==> src/rtl/rst_pkg.sv <==
// Shared definitions for the reset release sequencer and its helpers.
package rst_pkg;

    // Sequencer FSM states.
    typedef enum logic [1:0] {
        HOLD     = 2'd0,
        GAP      = 2'd1,
        WAIT_ACK = 2'd2,
        RUN      = 2'd3
    } seq_state_t;

    // Counter width able to hold max(a, b) - 1, never narrower than one bit.
    function automatic int cnt_width(input int a, input int b);
        int m;
        m = (a > b) ? a : b;
        return (m < 2) ? 1 : $clog2(m);
    endfunction

endpackage

==> src/rtl/rst_sync.sv <==
// Reset synchroniser: asserts asynchronously, deasserts after SYNC_STAGES clk edges.
module rst_sync #(
    parameter int SYNC_STAGES = 2
) (
    input  logic clk,
    input  logic rst_n,
    output logic srst_n
);

    logic [SYNC_STAGES-1:0] sync;

    // Shift ones into the chain once rst_n is released; clear it at once on assertion.
    always_ff @(posedge clk or negedge rst_n) begin
        if (!rst_n) begin
            sync <= '0;
        end else begin
            sync <= {sync[SYNC_STAGES-2:0], 1'b1};
        end
    end

    assign srst_n = sync[SYNC_STAGES-1];

endmodule

==> src/rtl/rst_release_seq.sv <==
// Releases NUM_STAGES downstream reset domains in order, each gated by the
// previous domain's ack (or a timeout), with a soft re-sequence path.
module rst_release_seq
    import rst_pkg::*;
#(
    parameter int NUM_STAGES  = 4,
    parameter int SYNC_STAGES = 2,
    parameter int STAGE_DELAY = 16,
    parameter int ACK_TIMEOUT = 1024
) (
    input  logic                  clk,
    input  logic                  rst_n,
    input  logic                  soft_rst_req,
    input  logic [NUM_STAGES-1:0] stage_ack,
    output logic [NUM_STAGES-1:0] stage_rst_n,
    output logic                  sys_ready,
    output logic [2:0]            cur_stage,
    output logic [NUM_STAGES-1:0] timeout_err
);

    localparam int              CW           = cnt_width(STAGE_DELAY, ACK_TIMEOUT);
    localparam logic [CW-1:0]   DELAY_LAST   = CW'(STAGE_DELAY - 1);
    localparam logic [CW-1:0]   TIMEOUT_LAST = CW'(ACK_TIMEOUT - 1);
    localparam logic [2:0]      LAST_STAGE   = 3'(NUM_STAGES - 1);

    seq_state_t    state;
    logic [CW-1:0] cnt;
    logic          srst_n;
    logic          ack_hit;
    logic          timed_out;

    // One-hot select of stage idx; avoids indexing a short vector with a 3-bit index.
    function automatic logic [NUM_STAGES-1:0] onehot(input logic [2:0] idx);
        logic [NUM_STAGES-1:0] v;
        v = '0;
        for (int j = 0; j < NUM_STAGES; j++) begin
            if (3'(j) == idx) v[j] = 1'b1;
        end
        return v;
    endfunction

    // Thermometer mask with stages 0..idx released; keeps release order by construction.
    function automatic logic [NUM_STAGES-1:0] thermo(input logic [2:0] idx);
        logic [NUM_STAGES-1:0] v;
        v = '0;
        for (int j = 0; j < NUM_STAGES; j++) begin
            v[j] = (3'(j) <= idx);
        end
        return v;
    endfunction

    rst_sync #(
        .SYNC_STAGES(SYNC_STAGES)
    ) u_rst_sync (
        .clk   (clk),
        .rst_n (rst_n),
        .srst_n(srst_n)
    );

    assign ack_hit   = |(stage_ack & onehot(cur_stage));
    assign timed_out = (cnt == TIMEOUT_LAST);

    // Sequencer FSM: cur_stage doubles as the index k of the stage being released/awaited.
    always_ff @(posedge clk or negedge rst_n) begin
        if (!rst_n) begin
            state       <= HOLD;
            cnt         <= '0;
            cur_stage   <= '0;
            stage_rst_n <= '0;
            sys_ready   <= 1'b0;
            timeout_err <= '0;
        end else if (soft_rst_req) begin
            // Timeout history survives a soft re-sequence on purpose.
            state       <= HOLD;
            cnt         <= '0;
            cur_stage   <= '0;
            stage_rst_n <= '0;
            sys_ready   <= 1'b0;
        end else begin
            case (state)
                HOLD: begin
                    if (srst_n) begin
                        if (cnt == DELAY_LAST) begin
                            stage_rst_n <= thermo(3'd0);
                            cur_stage   <= '0;
                            cnt         <= '0;
                            state       <= WAIT_ACK;
                        end else begin
                            cnt <= cnt + 1'b1;
                        end
                    end
                end
                GAP: begin
                    if (cnt == DELAY_LAST) begin
                        stage_rst_n <= thermo(cur_stage);
                        cnt         <= '0;
                        state       <= WAIT_ACK;
                    end else begin
                        cnt <= cnt + 1'b1;
                    end
                end
                WAIT_ACK: begin
                    if (ack_hit || timed_out) begin
                        if (!ack_hit) begin
                            timeout_err <= timeout_err | onehot(cur_stage);
                        end
                        cnt <= '0;
                        if (cur_stage == LAST_STAGE) begin
                            sys_ready <= 1'b1;
                            state     <= RUN;
                        end else begin
                            cur_stage <= cur_stage + 3'd1;
                            state     <= GAP;
                        end
                    end else begin
                        cnt <= cnt + 1'b1;
                    end
                end
                RUN: begin
                    // Ack drops are ignored here; only a soft or hard reset re-sequences.
                end
                default: begin
                    state <= HOLD;
                end
            endcase
        end
    end

endmodule

==> config.mk <==
export PLATFORM = sky130hd
export DESIGN_NAME = rst_release_seq
export DESIGN_NICKNAME = d
export VERILOG_FILES = /design/src/rtl/rst_pkg.sv /design/src/rtl/rst_sync.sv /design/src/rtl/rst_release_seq.sv
export SDC_FILE = /design/constraint.sdc
export NUM_CORES = 1
export LEC_CHECK = 0
export CAP_MARGIN = 30
export CORE_MARGIN = 3
export CORE_UTILIZATION = 55
export CTS_BUF_LIST = sky130_fd_sc_hd__clkbuf_4 sky130_fd_sc_hd__clkbuf_8
export DETAILED_ROUTE_END_ITERATION = 10
export PLACE_DENSITY = 0.87
export REMOVE_ABC_BUFFERS = 1
export SLEW_MARGIN = 20
export SYNTH_ARGS = -nofsm -noshare
export SYNTH_HDL_FRONTEND = slang
export SYNTH_HIERARCHICAL = 1
export SYNTH_SLANG_ARGS = --single-unit
==> constraint.sdc <==
create_clock -name clk -period 4.32 [get_ports clk]
set_clock_uncertainty 0.1 [all_clocks]
set_input_delay 0.864 -clock clk [delete_from_list [all_inputs] [get_ports clk]]
set_output_delay 0.864 -clock clk [all_outputs]
set_load 0.02 [all_outputs]
**Word-level counts from Yosys, hierarchy flattened**

Cells that the tools add are included.

- Bits of input ports: 7
- Output and inout bits: 12
- Flip-flop bits (word level): 26

- Reductions and logical operators: 16
- Mux-type cells: 46
- Equality and inequality tests: 13
- Add/subtract/negate cells: 2
- $lt $le $gt $ge: 4
- Bitwise logic cells: 4

Operator list:

| operator | count |
|---|---|
| 10-bit two-way mux | 4 |
| 10-bit case mux with 3 select lines | 1 |
| 1-bit two-way mux | 24 |
| 4-bit two-way mux | 4 |
| 3-bit two-way mux | 5 |
| 3-bit != test (second input constant) | 4 |
| 10-bit by 1-bit adder with 10-bit output (second input constant) | 1 |
| 10-bit equality test (second input constant) | 1 |
| 10-bit by 4-bit equality test with 1-bit output (second input constant) | 1 |
| 2-bit two-way mux | 5 |
| 4-bit case mux with 2 select lines | 1 |
| 4-bit AND reduction | 2 |
| 2-bit by 3-bit equality test with 1-bit output (first input constant) | 2 |
| 1-bit by 3-bit less-or-equal comparator with 1-bit output (first input constant) | 2 |
| 2-bit by 3-bit less-or-equal comparator with 1-bit output (first input constant) | 2 |
| 2-bit case mux with 3 select lines | 1 |
| 3-bit case mux with 2 select lines | 1 |
| 3-bit AND reduction | 2 |
| 2-bit nonzero test | 3 |
| 3-bit nonzero test | 2 |
| 5-bit AND reduction | 1 |
| 4-bit bitwise AND | 1 |
| 4-bit bitwise OR | 1 |
| 4-bit nonzero test | 1 |
| 12 further kinds | 13 |

**Logic depth before layout (Yosys ltp)**

- Depth after elaboration: 9
- Depth in mapped cells: 7
- Gate-level depth less buffers: 7

**By module**

Netlist, hierarchy kept.

By module, submodules not included:

| module | cells an instance | seq. area each (sq um) | times used | area each (sq um) |
|---|---|---|---|---|
| rst_release_seq | 154 | 600.6 | 1 | 1398.8 |
| rst_sync | 3 | 50.0 | 1 | 53.8 |

**Worst setup path after synthesis**

Ideal clock, no wire load.

- Path kind: flip-flop to flip-flop
- From: reg cur_stage[0]
- To: reg cur_stage[0]
- Stages on the path, launching flop included: 8
- Data arrival time: 2.087 ns
- Setup time: 0.128 ns
- Setup slack: 2.005 ns
- Cells stage by stage: dfrtp_1 inv_1 ha_1 a22oi_1 o22ai_1 or3_1 nand2_1 mux2_1

- Word-level cells in the longest chain between the ends: 7

RTL lines:

| what | line | RTL |
|---|---|---|
| from (decl) | rst_release_seq.sv:17 | `output logic [2:0] cur_stage,` |
| from (signal assigned) | rst_release_seq.sv:112 | `cur_stage <= cur_stage + 3'd1;` |
| 1-bit by 3-bit equality test with 1-bit output, or another cell as far along | rst_release_seq.sv:37 | `if (3'(j) == idx) v[j] = 1'b1;` |
| 1-bit two-way mux | rst_release_seq.sv:37 |  |
| 4-bit bitwise AND | rst_release_seq.sv:60 | `assign ack_hit = \|(stage_ack & onehot(cur_stage));` |
| 4-bit OR reduction | rst_release_seq.sv:60 |  |
| 1-bit logical OR | rst_release_seq.sv:103 | `if (ack_hit \|\| timed_out) begin` |
| 3-bit != test (no source line) | -- |  |
| 5-bit AND reduction (no source line) | -- |  |

Several ways; a longest one is shown, not always the timed one. The select of a mux whose other input is x is not followed.
A chain may end at the register's enable or synchronous reset.

**Final worst setup path**

- From: reg cur_stage[2]
- To: out cur_stage[2]

No word-level cell between the ends.

==> reports/metrics.yaml <==
hold_viol: 0
antenna_cells: 0
syn-mean-instance-area_um2: 9.25
synth.top_cell.area_share: 0.448
gr-usage-all-layers: 0.209
start_kind: "flip-flop"
finish.utilization: 0.715
synth-seq-cells: 26
p_leak_nw: 0.756
synth.area.top_cells: "dfrtp_1, nand2_1, nand3_1"
required_ns: 3.36
synth_ff_type: "dfrtp_1"
drt_iter0_drc: 68
root_buffer: "clkbuf_4"
clockBufferDepth: 2
grt_max_degree: 20
path_buf_inv: 1
synth_top_family_by_area: "simple AND/OR/NAND/NOR gates"
wl_per_cell_um: 15.9
vias: 1283
cts.clk_slew.worst_paths_ns: 0.14
cts_resized: 0
timing.slew.headroom: 0.535
cts.sinks: 26
coreArea_um2: 2360
drc: 0
dr.pass1.iters: 5
antenna_found_initial: 0
cp_top_family: "buffers and inverters"
fin_nets: 186
routed_wl_um: 3200
tightest_slew_ns: 0.697
synth_xor_area_frac: 0
die_h_um: 57.4
ant_nets: 0
fin_cells: 202
synth_edf_count: 0
endpoint_kind: "primary output"
finalSetupViolations: 0
io_pins: 19
gp_congestion: 0.933
max_freq_ghz: 0.391
hpwlAfterDp_um: 2420
path_cells: "clkdlybuf4s50_1"
path_max_fanout: 13
crit_type: "flip-flop to primary output"
cts_tree: "built"
num_rows: 17
htreeDepth: 1
finalCritPeriodShare: 0.592
fin_tns_setup_ns: 0
cts_setup_buffers: 0
synth_compound_area_frac: 0.162
grt_pass1_vias: 1266
drv_slew: 0
async_reset_ff_frac: 1.00
cts-hold-fix-buffers: 0
placed_cells: 198
syn-cell-area_um2: 1450
slowest_delay_ns: 0.69
drive_gt1_frac: 0.0460
post_drt_via_cell_ratio: 6.35
synth_seq_area_share: 0.448
grt_overflow: 0
yosysWarnings: 6
arrival_ns: 1.59
muxShareOfSynthArea: 0.0431
start_util: 0.615
min_period_ns: 2.56
ys_types: 41
grt_pass1_wl_um: 5600
synth-simple-area-share: 0.270
area_delta_synth_final_pct: 16.3
maxCapViolations: 0
peakVddDrop_mv: 0.292
postSynthCellCount: 157
synth_fa_ha_area_frac: 0.0345
min_path_type: "flip-flop to flip-flop"
clk_latency_ns: 0.31
cp_slowest_cell: "clkdlybuf4s50_1"
fp.dieW_um: 57.4
power.density_nw_per_um2: 374
portBuffers: 18
dieArea_um2: 3290
synth_top_area_cell: "dfrtp_1"
rsz0062_at_grt: "no"
numCtsBuffers: 3
outcome: "finished clean"
report_power, final:
group	leakage [nW]	switching (mW)	internal, mW
Clock	0.0210	0.0672	0.0515
Sequential	0.354	0.0420	0.265
Combinational	0.381	0.122	0.0826
sequential cells by signal (all words and copies together) (netlist names):
signal	flops
timeout_err	4
u_rst_sync/sync	2
cur_stage	3
state	2
stage_rst_n	4
cnt	10
sys_ready	1
per-layer routing:
layer | GRT usage | routed length, um | vias up
li1 | - | - | 612
met1 | 0.283 | 1420 | 604
met2 | 0.326 | 1530 | 59
met3 | 0.0407 | 214 | 8
met4 | 0.0894 | 34 | 0
met5 | 0 | 0 | -
metrics by stage:
stage | total power [mW] | area (um2) | setup WS (ns) | hold WS [ns]
2_1_floorplan | 0.440 | 1410 | 2.00 | 0.231
3_3_place_gp | 0.497 | 1630 | 1.57 | 0.234
3_5_place_dp | 0.509 | 1650 | 1.50 | 0.246
4_1_cts | 0.633 | 1690 | 1.76 | 0.277
5_1_grt | 0.670 | 1690 | 1.65 | 0.282
6_report | 0.631 | 1690 | 1.76 | 0.271
kinds of logic (layout without fill, tap and decap cells):
| family | after synthesis | after routing |
|---|---|---|
| AND/OR/NAND/NOR | 75 | 75 |
| AO/OA/AOI/OAI | 35 | 35 |
| flip-flops | 26 | 26 |
| buffers and inverters | 10 | 27 |
| multiplexers | 6 | 6 |
| adder cells (fa/ha/maj) | 4 | 4 |
| other | 1 | 1 |
layout make-up:
type	count	area, um2
multi-input combinational	121	744
fill	185	672
sequential	26	651
timing repair buffer	19	208
clock buffer	4	36.3
tap	28	35.0
inverter	4	15.0
path summary, 6_finish.rpt:
path	end	slack, ns	depth (start not counted)	start
max reg2reg	cur_stage[0]	1.83	7	cur_stage[0]
min in group asynchronous	cnt[8]	0.79	1	rst_n
max in group asynchronous	timeout_err[2]	2.86	2	rst_n
max	cur_stage[2]	1.76	1	cur_stage[2]
min reg2reg	u_rst_sync/sync[1]	0.27	0	u_rst_sync/sync[0]
min	u_rst_sync/sync[1]	0.27	0	u_rst_sync/sync[0]
synth_stat cells (2+ instances only):
cell and number:
a21o_1 4, a21oi_1 7, a21oi_2 2, a31oi_1 2, and2_1 2, and3_1 4
buf_6 2, clkbuf_1 2, dfrtp_1 26, ha_1 4, inv_1 4, mux2_1 2
mux2i_1 4, nand2_1 21, nand2b_1 4, nand3_1 11, nand3b_1 2, nand4_1 6
nor2_1 9, nor3_1 3, o211ai_1 2, o21ai_0 3, o21ai_1 4, o22ai_1 2
o2bb2ai_1 2, o311ai_0 2, or3_1 3, or4_1 5
cell usage in the layout, fill, tap and decap left out, drive strengths merged, types with 5 or more instances in the layout:
master          n
dfrtp          26
nand2          21
clkdlybuf4s50  18
nand3          11
nor2            9
a21oi           9
o21ai           7
nand4           6
or4             5
No activity file was read; power rests on OpenSTA's default activity.
